**src/rtl/ram_be_clr.sv**
```systemverilog
// Single-port-per-direction RAM with per-lane byte enables, registered read data,
// and a sequential clear engine that zeroes the array after reset or on request.
module ram_be_clr #(
  parameter int unsigned Width       = 16,
  parameter int unsigned AddressSize = 4,
  parameter int unsigned LaneWidth   = 8,
  parameter int unsigned ReadMode    = 0
) (
  input  logic                         clk,
  input  logic                         rst,
  input  logic                         clr,
  input  logic                         we,
  input  logic [Width/LaneWidth-1:0]   be,
  input  logic [AddressSize-1:0]       waddr,
  input  logic [Width-1:0]             D,
  input  logic                         re,
  input  logic [AddressSize-1:0]       raddr,
  output logic [Width-1:0]             Q,
  output logic                         rvalid,
  output logic                         busy
);

  localparam int unsigned Lanes = Width / LaneWidth;
  localparam int unsigned Depth = 2 ** AddressSize;

  localparam logic [0:0] S_CLEAR = 1'b0;
  localparam logic [0:0] S_READY = 1'b1;

  logic [0:0]             r_state;
  logic [0:0]             w_state_nxt;
  logic [AddressSize-1:0] r_ptr;
  logic [AddressSize-1:0] w_ptr_nxt;
  logic [AddressSize-1:0] w_clr_addr;
  logic [Width-1:0]       r_mem [Depth];
  logic [Width-1:0]       r_q;
  logic [Width-1:0]       w_q_nxt;
  logic [Width-1:0]       w_merged;
  logic                   r_rvalid;
  logic                   w_rvalid_nxt;
  logic                   r_busy;
  logic                   w_clearing;
  logic                   w_user_we;

  // Word as it will look after the lane-masked write; also the ReadMode=1 bypass value.
  always_comb begin
    w_merged = r_mem[waddr];
    for (int unsigned k = 0; k < Lanes; k++) begin
      if (be[k]) begin
        w_merged[k*LaneWidth +: LaneWidth] = D[k*LaneWidth +: LaneWidth];
      end
    end
  end

  always_comb begin
    w_state_nxt  = r_state;
    w_ptr_nxt    = r_ptr;
    w_clr_addr   = r_ptr;
    w_clearing   = 1'b0;
    w_user_we    = 1'b0;
    w_q_nxt      = r_q;
    w_rvalid_nxt = 1'b0;
    case (r_state)
      S_CLEAR: begin
        w_clearing = 1'b1;
        w_q_nxt    = '0;
        // A clr request during a clear restarts the sweep at address 0 on this edge.
        if (clr) begin
          w_clr_addr = '0;
        end
        w_ptr_nxt = w_clr_addr + AddressSize'(1);
        if (w_clr_addr == {AddressSize{1'b1}}) begin
          w_state_nxt = S_READY;
        end
      end
      default: begin
        w_user_we = we;
        if (re) begin
          w_rvalid_nxt = 1'b1;
          if ((ReadMode != 0) && we && (waddr == raddr)) begin
            w_q_nxt = w_merged;
          end else begin
            w_q_nxt = r_mem[raddr];
          end
        end else if (clr) begin
          w_q_nxt = '0;
        end
        if (clr) begin
          w_state_nxt = S_CLEAR;
          w_ptr_nxt   = '0;
        end
      end
    endcase
  end

  always_ff @(posedge clk or posedge rst) begin
    if (rst) begin
      r_state  <= S_CLEAR;
      r_ptr    <= '0;
      r_q      <= '0;
      r_rvalid <= 1'b0;
      r_busy   <= 1'b1;
    end else begin
      r_state  <= w_state_nxt;
      r_ptr    <= w_ptr_nxt;
      r_q      <= w_q_nxt;
      r_rvalid <= w_rvalid_nxt;
      r_busy   <= (w_state_nxt == S_CLEAR);
    end
  end

  // Array storage is not reset; the clear engine zeroes it after every reset.
  always_ff @(posedge clk) begin
    if (w_clearing) begin
      r_mem[w_clr_addr] <= '0;
    end else if (w_user_we) begin
      r_mem[waddr] <= w_merged;
    end
  end

  assign Q      = r_q;
  assign rvalid = r_rvalid;
  assign busy   = r_busy;

endmodule

```
**config.mk**
```make
export PLATFORM = sky130hd
export DESIGN_NAME = ram_be_clr
export DESIGN_NICKNAME = d
export VERILOG_FILES = /design/src/rtl/ram_be_clr.sv
export SDC_FILE = /design/constraint.sdc
export NUM_CORES = 1
export LEC_CHECK = 0
export BUFFER_PORTS_ARGS = -buffer_cell sky130_fd_sc_hd__buf_4
export CORE_MARGIN = 2
export CORE_UTILIZATION = 25
export DETAILED_ROUTE_END_ITERATION = 10
export HOLD_SLACK_MARGIN = 0.08
export PLACE_DENSITY = 0.4
export SLEW_MARGIN = 20
export SYNTH_ARGS = -nofsm -noshare
export SYNTH_HDL_FRONTEND = slang
export SYNTH_SLANG_ARGS = --single-unit
```
**constraint.sdc**
```tcl
create_clock -name clk -period 2.2 [get_ports clk]
set_input_delay 0 -clock clk [delete_from_list [all_inputs] [get_ports clk]]
set_output_delay 0 -clock clk [all_outputs]
set_load 0.005 [all_outputs]
```
==> metrics.md, run 1 <==
| Metric | Value |
|---|---|
| Die Area | 46800 µm² |
| Worst-Skew Late Latency | 0.55 ns |
| Sequential area share after synthesis | 0.733 |
| ANT nets after route | 0 |
| Hold Vio Cnt, Final | 0 |
| Crit-path max FO | 8 |
| Layout cells sized above 1 | 0.190 |
| Core ar. | 44400 µm² |
| Ant diodes | 0 |
| Min cycle time layout | 2.04 ns |
| FF-to-FF End | r_mem[2][8] |
| Origin of the critical flop-to-flop path | r_state |
| TritonRoute pass-1 iters | 5 |
| Max Clock Freq | 0.490 GHz |
| CTS buffer count | 29 |
| Nets@finish | 837 |
| Drt via density | 4.27 |
| Outcome | completed |
| Async S/R FF share, synth | 0.0824 |
| Syn avg cell area | 15.8 µm² |
| Reg2reg path depth | 4 |
| Clock slew at reported path FFs | 0.06 ns |
| Slew at the pin closest to its max-slew limit | 0.815 ns |
| # Post-CTS Setup Buffers | 0 |
| Worst Clk Skew | 0.00994 ns |
| Mapped Cells | 712 |
| Syn Std Cell Area | 11300 µm² |
| Ys flop type | edfxtp_1 |
| Num ports | 49 |
| RSZ-0062 raised after global routing | no |
| Number of distinct library cells after synthesis | 36 |
| Final Non-Filler Cells | 1420 |
| Finish-stage setup viols | 0 |
| Largest net degree at the start of global routing | 37 |
| Startpoint types | flop |
| Syn nets | 743 |
| Total GRT Usage | 0.119 |
| Leak | 4.79 nW |
| Global-route wire length before repair | 41.9 mm |
| CTS tree | built |
| Period utilization | 0.928 |
| Clk sinks | 279 |
| HPWL Detailed | 18.5 mm |
| Pwr Density | 823 nW/µm² |
| YS warnings | 0 |
| Hold crit path type | in -> async |
| Vias in the first global route | 6252 |
| Die H | 216 µm |
| Routed wire length | 27.7 mm |
| Grt total ovfl | 0 |
| Routed len/inst | 19.5 µm |
| EDFF count, synth | 256 |
| Die width | 216 µm |
| Max Root-Sink Buffers | 3 |
| Iter 0 DRT Violations | 427 |
| Max cap viols | 0 |
| Placed cell count | 1363 |
| R2R Setup Slk | 0.16 ns |
| Critical path arrival | 2.21 ns |
| Area grow syn2layout | 20.0% |
| Starting Density | 0.254 |
| Worst endpoint required time | 2.37 ns |
| Peak VDD IR | 0.000441 V |
| Synth Register Bits | 279 |
| Fin. max-slew vios | 0 |
| FP Rows | 77 |
| Initial antenna violation count | 0 |
| Vias | 6063 |
| Root buffer cell | clkbuf_16 |
| Fillcell total | 4381 |
| CP endpoint kind | flop |
| RePlAce Congestion | 0.751 |
| Setup tns final | 0 ns |
| Drt drc | 0 |
| Slew headroom | 0.457 |
| H-tree levels | 1 |
| Port bufs | 48 |
| WS Path Type | reg -> reg |
[worst max path at each step]
stage | slack [ns] | start | endpoint | cells after the start
2_1_floorplan | 0.38 | r_state | r_mem[11][10] | 4
3_3_place_gp | 0.03 | r_state | r_mem[0][4] | 4
3_5_place_dp | 0.03 | r_state | r_mem[0][3] | 4
4_1_cts | 0.005 | r_state | r_mem[0][5] | 4
5_1_grt | 0.03 | r_state | r_mem[7][15] | 3
6_report | 0.16 | r_state | r_mem[2][8] | 4
[worst max-delay path: stages, from the launching register on]
cell and delay (ns):
dfrtp_1 0.45, o211ai_2 0.25, mux2_2 0.34, o21ai_2 0.10, nor2_1 0.53
[synth_stat cells (2+ instances only)]
library cell,n,area [µm²]
mux2i_1,132,1320
buf_4,15,113
a21oi_1,9,45.0
buf_2,11,55.1
o21ai_2,4,35.0
nand2_1,56,210
and2_1,18,113
nor2_1,41,154
nor3b_2,3,37.5
o21ai_0,2,10.0
nor3_1,2,10.0
clkbuf_1,9,33.8
a22oi_1,48,360
nand3_1,44,220
nor3b_1,2,15.0
nand4_1,7,43.8
nand2b_1,5,31.3
dfrtp_1,22,551
nor2b_1,5,31.3
xor2_1,2,17.5
mux2_2,3,33.8
inv_1,2,7.51
edfxtp_1,256,7690
xnor2_1,2,17.5
[through the flow]
stage | setup WS [ns] | power [W] | cell area, µm² | util | hold WS, ns
2_1_floorplan | 0.380 | 0.00636 | 11300 | - | 0.00118
3_3_place_gp | 0.0328 | 0.00660 | 12600 | 0.283 | 0.129
3_5_place_dp | 0.0327 | 0.00659 | 12600 | 0.283 | 0.131
4_1_cts | 0.00489 | 0.0113 | 13500 | 0.304 | 0.106
5_1_grt | 0.0313 | 0.0116 | 13500 | 0.305 | 0.125
6_report | 0.158 | 0.0111 | 13500 | 0.305 | 0.106
[kinds of logic (layout without fill, tap and decap cells)]
family                    after synthesis  in the layout  share of synthesized area
AOI/OAI and AO/OA                      67             67                     0.0433
xor gates and xnor gates                4              4                    0.00311
buffers and inverters                  40            156                     0.0203
DFF                                   279            279                      0.733
muxes                                 135            135                      0.120
and+or+nand+nor                       187            187                     0.0801
[final cells by class]
cell class	count	area (µm²)	area share
clock inverter	13	109	0.00804
multi-input combinational	393	2800	0.207
clock buffer	40	787	0.0582
inverter	2	7.51	0.000555
timing repair buffer	101	822	0.0607
tap	592	741	0.0547
sequential	279	8260	0.611
[placed cells by master, fill, tap and decap left out, types with 18 or more instances in the layout]
master / instances
nor2_1: 35
buf_4: 92
dfrtp_1: 22
edfxtp_1: 256
nand3_1: 44
a22oi_1: 48
and2_1: 18
nand2_1: 56
mux2i_1: 132
clkbuf_16: 29
[per-layer routing]
layer | vias to the layer above | global-route usage | part of all wire
met5 | - | 0 | 0
met4 | 0 | 0.0315 | 0.016
met3 | 29 | 0.0147 | 0.034
met2 | 97 | 0.184 | 0.45
met1 | 3031 | 0.176 | 0.50
li1 | 2906 | - | -
[timing repair]
item / CTS / global route
resized for setup: 0 / 5
hold buffers: 4 / 0
endpoints found under the hold margin: 46 / 0
endpoints found under the setup margin: 0 / 32
[sequential cells by signal (all words and copies together) (netlist names)]
name     flops
busy         1
rvalid       1
Q           16
r_ptr        4
r_state      1
r_mem      256
[report_power, final]
part	internal [W]	switching, W
logic	0.000229	0.000356
clock network	0.00271	0.00195
registers	0.00585	0.0000400
Note: power is estimated with default switching activity, not from simulation.
==> run 2, diff against run 1 <==
Settings changed: CTS_BUF_LIST from default to sky130_fd_sc_hd__clkbuf_16.
==> run 2 against run 1 <==
Critical path depth is the same. Core utilization is essentially flat. Cell area shrank 0.15%. Highest routed layer unchanged. Global-route usage is essentially flat. Non-clock buffer count is the same. Sequential share of layout area grew 0.090 points. Cell count is the same. Register-to-register slack is essentially flat. Largest cell class unchanged. First-iteration DRC count shrank 8.7%. Critical path type unchanged.
==> metrics.md, run 2 (synthesized netlist as in run 1, its figures left out) <==
| Metric | Value |
|---|---|
| Vias in the first global route | 6252 (unchanged) |
| Most frequent cells in the layout | 256 x edfxtp_1, 132 x mux2i_1, 92 x buf_4, 56 x nand2_1, 48 x a22oi_1 (unchanged) |
| Tot Pwr | 0.0110 W (was 0.0111 W) |
| Worst-Skew Late Latency | 0.55 ns (about the same) |
| Largest net degree at the start of global routing | 37 (unchanged) |
| Worst endpoint required time | 2.37 ns (about the same) |
| Pre-CTS setup slack | 0.0327 ns (unchanged) |
| Crit-path max FO | 8 (unchanged) |
| CTS tree | built (unchanged) |
| Grt total ovfl | 0 (unchanged) |
| Ant diodes | 0 (unchanged) |
| Vias | 6091 (was 6063) |
| Max Root-Sink Buffers | 3 (unchanged) |
| WS Path Type | reg -> reg (unchanged) |
| Buffers & Inverters on Critical Path | 0 (unchanged) |
| TritonRoute pass-1 iters | 5 (unchanged) |
| Finish-stage setup viols | 0 (unchanged) |
| Iter 0 DRT Violations | 390 (was 427) |
| Delay-heaviest family, CP | simple AND/OR/NAND/NOR gates (unchanged) |
| Largest stage delay, worst path | 0.53 ns (about the same) |
| Area grow syn2layout | 19.8% (was 20.0%) |
| HPWL Detailed | 18.5 mm (unchanged) |
| Layout cells sized above 1 | 0.187 (was 0.190) |
| CP endpoint kind | flop (unchanged) |
| Slew at the pin closest to its max-slew limit | 0.821 ns (was 0.815 ns) |
| Routed len/inst | 19.5 µm (unchanged) |
| Nets@finish | 837 (unchanged) |
| Hold crit path type | in -> async (unchanged) |
| Fin. max-slew vios | 0 (unchanged) |
| Total GRT Usage | 0.119 (about the same) |
| Die width | 216 µm (unchanged) |
| Area occupied by multi-input gates | 2800 µm² (unchanged) |
| Core ar. | 44400 µm² (unchanged) |
| Worst Clk Skew | 0.00950 ns (was 0.00994 ns) |
| Final Non-Filler Cells | 1420 (unchanged) |
| Slew headroom | 0.453 (was 0.457) |
| Initial antenna violation count | 0 (unchanged) |
| Peak VDD IR | 0.000441 V (about the same) |
| Reg area | 8260 µm² (unchanged) |
| CP max-delay cell | nor2_1 (unchanged) |
| Drt via density | 4.29 (was 4.27) |
| Num ports | 49 (unchanged) |
| H-tree levels | 1 (unchanged) |
| CTS buffer count | 29 (unchanged) |
| Starting Density | 0.254 (unchanged) |
| Global-route wire length before repair | 41.9 mm (about the same) |
| Max reg flops | 256 (unchanged) |
| Outcome | completed (unchanged) |
| Root buffer cell | clkbuf_16 (unchanged) |
| Leak | 4.82 nW (was 4.79 nW) |
| Setup tns final | 0 ns (unchanged) |
| Port bufs | 48 (unchanged) |
| Max Clock Freq | 0.491 GHz (was 0.490 GHz) |
| Placed cell count | 1363 (unchanged) |
| Fillcell total | 4384 (was 4381) |
| Die H | 216 µm (unchanged) |
| Clk sinks | 279 (unchanged) |
| Die Area | 46800 µm² (unchanged) |
| Max cap viols | 0 (unchanged) |
| RSZ-0062 raised after global routing | no (unchanged) |
| Pwr Density | 817 nW/µm² (was 823 nW/µm²) |
| Period utilization | 0.927 (was 0.928) |
| Final WS setup | 0.162 ns (was 0.158 ns) |
| Routed wire length | 27.7 mm (unchanged) |
| Most common cell after layout, fill and taps aside | edfxtp_1 (unchanged) |
| Startpoint types | flop (unchanged) |
| RePlAce Congestion | 0.751 (unchanged) |
| ANT nets after route | 0 (unchanged) |
| Min cycle time layout | 2.04 ns (about the same) |
| Clock slew at reported path FFs | 0.06 ns (about the same) |
| Hold Vio Cnt, Final | 0 (unchanged) |
| Critical path arrival | 2.21 ns (about the same) |
| FP Rows | 77 (unchanged) |
| Largest Register | r_mem (unchanged) |
| Worst path cell trace | o211ai_2 -> mux2_2 -> o21ai_2 -> nor2_1 (unchanged) |
| Drt drc | 0 (unchanged) |
run 2: cell count changes in the layout (fill, tap and decap cells not counted), sizes merged:
cell    delta
clkbuf    -11
clkinv     +2
inv        +9
run 2: final timing paths:
| kind | end | start | slack (ns) | cells after the start |
|---|---|---|---|---|
| min in group clk | r_mem[13][3] | D[3] | 0.13 | 2 |
| hold / removal | r_ptr[3] | rst | 0.11 | 4 |
| setup / recovery | r_mem[2][8] | r_state | 0.16 | 4 |
| max in group asynchronous | Q[11] | rst | 1.76 | 4 |
| setup reg to reg | r_mem[2][8] | r_state | 0.16 | 4 |
| hold reg to reg | Q[11] | Q[11] | 0.49 | 2 |
run 2: tightest hold or removal path: cells and delay by family:
kind	cells	cell delay (ns)
buffers and inverters	4	1.08
run 2: final cells by class:
cell class,instances,area share
clock inverter,24,0.0111
multi-input combinational,393,0.207
inverter,2,0.000556
clock buffer,29,0.0537
tap,592,0.0548
timing repair buffer,101,0.0608
sequential,279,0.612
run 2: through the flow:
stage	hold slack (ns)	cell area, µm²	utilization
finish	0.106	13500	0.304
global route	0.125	13500	0.304
CTS	0.106	13500	0.304
detailed placement	0.131	12600	0.283
global placement	0.129	12600	0.283
floorplan	0.00118	11300	-
run 2: power breakdown:
group	internal [W]	leakage (nW)	switching [W]
registers	0.00585	2.54	0.0000406
logic	0.000229	1.81	0.000357
clock network	0.00260	0.468	0.00196
total	0.00868	4.82	0.00235
run 2: repair_timing:
action / in CTS / in global routing
setup endpoints to repair: 0 / 32
resized for setup: 0 / 5
hold buffers: 4 / 0
hold endpoints to repair: 46 / 0
buffers inserted: 0 / 0
run 2: metal layers:
layer / GRT usage / vias up / part of all wire
li1: - / 2913 / -
met1: 0.176 / 3047 / 0.50
met2: 0.184 / 102 / 0.45
met3: 0.0147 / 29 / 0.031
met4: 0.0315 / 0 / 0.016
met5: 0 / - / 0
==> run 3, diff against run 2 <==
Settings changed: ABC_AREA from default to 1.
==> run 3 against run 2 <==
Cell count grew 44%. Hold slack got worse by 0.039 ns. Cell area rose by 12%. Sequential share of layout area decreased by 6.5 points. Synthesized cell count is 77% higher. Worst setup slack got worse by 0.0040 ns.
==> metrics.md, run 3 <==
| Metric | Value |
|---|---|
| Outcome | completed (unchanged) |
| Syn avg cell area | 9.88 µm² (was 15.8 µm²) |
| Vias | 8386 (was 6091) |
| Die Area | 51500 µm² (was 46800 µm²) |
| Largest net degree at the start of global routing | 70 (was 37) |
| Drt drc | 0 (unchanged) |
| Syn Std Cell Area | 12400 µm² (was 11300 µm²) |
| TritonRoute pass-1 iters | 5 (unchanged) |
| Reg2reg path depth | 9 (was 4) |
| CP endpoint kind | flop (unchanged) |
| Slew headroom | 0.518 (was 0.453) |
| Pwr Density | 803 nW/µm² (was 817 nW/µm²) |
| Sequential area share after synthesis | 0.665 (was 0.733) |
| HPWL Detailed | 22.2 mm (was 18.5 mm) |
| Hold Vio Cnt, Final | 0 (unchanged) |
| Syn nets | 1289 (was 743) |
| Max cap viols | 0 (unchanged) |
| Area grow syn2layout | 21.6% (was 19.8%) |
| Logic pwr share | 0.070 (was 0.053) |
| Ys flop type | edfxtp_1 (unchanged) |
| CTS Hold Bufs | 16 (was 4) |
| Switching Fraction | 0.225 (was 0.213) |
| Leak | 6.80 nW (was 4.82 nW) |
| Grt total ovfl | 0 (unchanged) |
| Port bufs | 48 (unchanged) |
| Number of distinct library cells after synthesis | 25 (was 36) |
| Setup tns final | 0 ns (unchanged) |
| Synth cell count leaders | 419 x nand2_1, 256 x edfxtp_1, 226 x inv_1 (was 256 x edfxtp_1, 132 x mux2i_1, 56 x nand2_1) |
| Startpoint types | flop (unchanged) |
| Max Clock Freq | 0.490 GHz (was 0.491 GHz) |
| Final Util | 0.308 (was 0.304) |
| Finish-stage setup viols | 0 (unchanged) |
| Starting Density | 0.253 (was 0.254) |
| Peak VDD IR | 0.000637 V (was 0.000441 V) |
| H-tree levels | 2 (was 1) |
| Internal cell power | 0.00942 W (was 0.00868 W) |
| Clock slew at reported path FFs | 0.06 ns (about the same) |
| RSZ-0062 raised after global routing | no (unchanged) |
| Drt via density | 4.09 (was 4.29) |
| Synth Register Bits | 279 (unchanged) |
| FP Rows | 81 (was 77) |
| Async S/R FF share, synth | 0.0824 (unchanged) |
| Worst endpoint required time | 2.42 ns (was 2.37 ns) |
| Fin. max-slew vios | 0 (unchanged) |
| Period utilization | 0.928 (was 0.927) |
| Die H | 227 µm (was 216 µm) |
| Sequential Power Share | 0.487 (was 0.534) |
| Nets@finish | 1393 (was 837) |
| Iter 0 DRT Violations | 553 (was 390) |
| Worst-Skew Late Latency | 0.51 ns (was 0.55 ns) |
| Count leader, synth | nand2_1 (was edfxtp_1) |
| Post-CTS Resized | 0 (unchanged) |
| Psw | 0.00273 W (was 0.00235 W) |
| RePlAce Congestion | 0.845 (was 0.751) |
| Clk pwr share | 0.442 (was 0.413) |
| Hold crit path type | in -> reg (was in -> async) |
| Worst Clk Skew | 0.0168 ns (was 0.00950 ns) |
| Synth top area share | 0.618 (was 0.682) |
| Mapped Cells | 1258 (was 712) |
| Max Root-Sink Buffers | 3 (unchanged) |
| Vias in the first global route | 8444 (was 6252) |
| Hold path cells | 5 |
| Critical path arrival | 2.26 ns (was 2.21 ns) |
| # Post-CTS Setup Buffers | 0 (unchanged) |
| CTS buffer count | 34 (was 29) |
| Total GRT Usage | 0.135 (was 0.119) |
| Routed wire length | 34.0 mm (was 27.7 mm) |
| EDFF count, synth | 256 (unchanged) |
| Min cycle time layout | 2.04 ns (about the same) |
| Max reg flops | 256 (unchanged) |
| ANT nets after route | 0 (unchanged) |
| WS Path Type | reg -> reg (unchanged) |
| Routed len/inst | 16.6 µm (was 19.5 µm) |
| Synth top area cells | edfxtp_1 62%, nand2_1 13%, nand3_1 7.7% (was edfxtp_1 68%, mux2i_1 12%, dfrtp_1 4.9%) |
| Most frequent cells in the layout | 419 x nand2_1, 256 x edfxtp_1, 233 x inv_1, 192 x nand3_1, 103 x buf_4 (was 256 x edfxtp_1, 132 x mux2i_1, 92 x buf_4, 56 x nand2_1, 48 x a22oi_1) |
| Root buffer cell | clkbuf_16 (unchanged) |
| CTS tree | built (unchanged) |
| Crit-path max FO | 15 (was 8) |
| Ant diodes | 0 (unchanged) |
| Initial antenna violation count | 0 (unchanged) |
| Largest Register | r_mem (unchanged) |
| Synth area leader | edfxtp_1 (unchanged) |
| Core ar. | 49100 µm² (was 44400 µm²) |
| Clk sinks | 279 (unchanged) |
| YS warnings | 0 (unchanged) |
| Num ports | 49 (unchanged) |
| Layout cells sized above 1 | 0.132 (was 0.187) |
| Global-route wire length before repair | 51.7 mm (was 41.9 mm) |
| Most common cell after layout, fill and taps aside | nand2_1 (was edfxtp_1) |
| Slew at the pin closest to its max-slew limit | 0.720 ns (was 0.821 ns) |
| Die width | 227 µm (was 216 µm) |
-- run 3: cell count changes after synthesis, moves of 15 or more --
cell,delta
and2_1,-18
nand2_1,+363
nand3_1,+148
buf_4,-15
mux2i_1,-132
a22oi_1,-48
buf_2,+28
inv_1,+224
-- run 3: area by class of cell --
class / count / area, µm²
sequential: 279 / 8260
clock inverter: 23 / 153
fill: 5169 / 33900
inverter: 232 / 873
tap: 664 / 831
timing repair buffer: 125 / 1050
multi-input combinational: 690 / 3020
clock buffer: 37 / 926
-- run 3: cells by family (layout without fill, tap and decap cells) --
| kind of cell | after synthesis | count (layout) | synth area share |
|---|---|---|---|
| AO/OA/AOI/OAI | 12 | 12 | 0.00956 |
| flip-flops | 279 | 279 | 0.665 |
| XOR/XNOR | 2 | 2 | 0.00141 |
| AND/OR/NAND/NOR | 676 | 676 | 0.232 |
| buffers and inverters | 289 | 417 | 0.0925 |
-- run 3: routing by layer --
layer,global-route usage,vias to the layer above,wire length [µm]
li1,-,4196,-
met1,0.178,3998,15400
met2,0.229,132,16700
met3,0.0187,60,1050
met4,0.0439,0,932
met5,0,-,0
-- run 3: power by group through the flow --
stage	Clock (W)	Combinational (W)	Sequential (W)
4_1_cts	0.00553	0.000875	0.00592
2_1_floorplan	0	0.000516	0.00602
3_3_place_gp	0	0.000846	0.00603
3_5_place_dp	0	0.000847	0.00603
6_report	0.00537	0.000854	0.00592
5_1_grt	0.00573	0.000960	0.00593
-- run 3: worst max-delay path: stages, from the launching register on --
cell	delay, ns
dfrtp_1	0.42
inv_2	0.14
nor2_8	0.31
inv_2	0.08
nand2_1	0.08
nand2_2	0.09
nor2_4	0.17
nand2_1	0.11
nor2_1	0.14
buf_4	0.21
-- run 3: worst paths after layout --
| path | startpoint | end | slack [ns] |
|---|---|---|---|
| hold / removal | raddr[3] | Q[11] | 0.07 |
| min in group asynchronous | rst | Q[3] | 0.12 |
| setup / recovery | r_state | r_mem[3][14] | 0.16 |
| hold reg to reg | Q[5] | Q[5] | 0.48 |
| setup reg to reg | r_state | r_mem[3][14] | 0.16 |
| max in group asynchronous | rst | busy | 1.79 |
-- run 3: metrics by stage --
stage	std cells	total power [W]	hold slack (ns)	setup WS, ns	cell area (µm²)
3_3_place_gp	1974	0.00687	0.0756	0.203	13900
5_1_grt	2050	0.0126	0.0974	0.0223	15100
2_1_floorplan	1258	0.00653	0.00118	0.314	12400
3_5_place_dp	1974	0.00688	0.0815	0.181	13900
6_report	2050	0.0121	0.0666	0.158	15100
4_1_cts	2050	0.0123	0.0805	0.151	15100
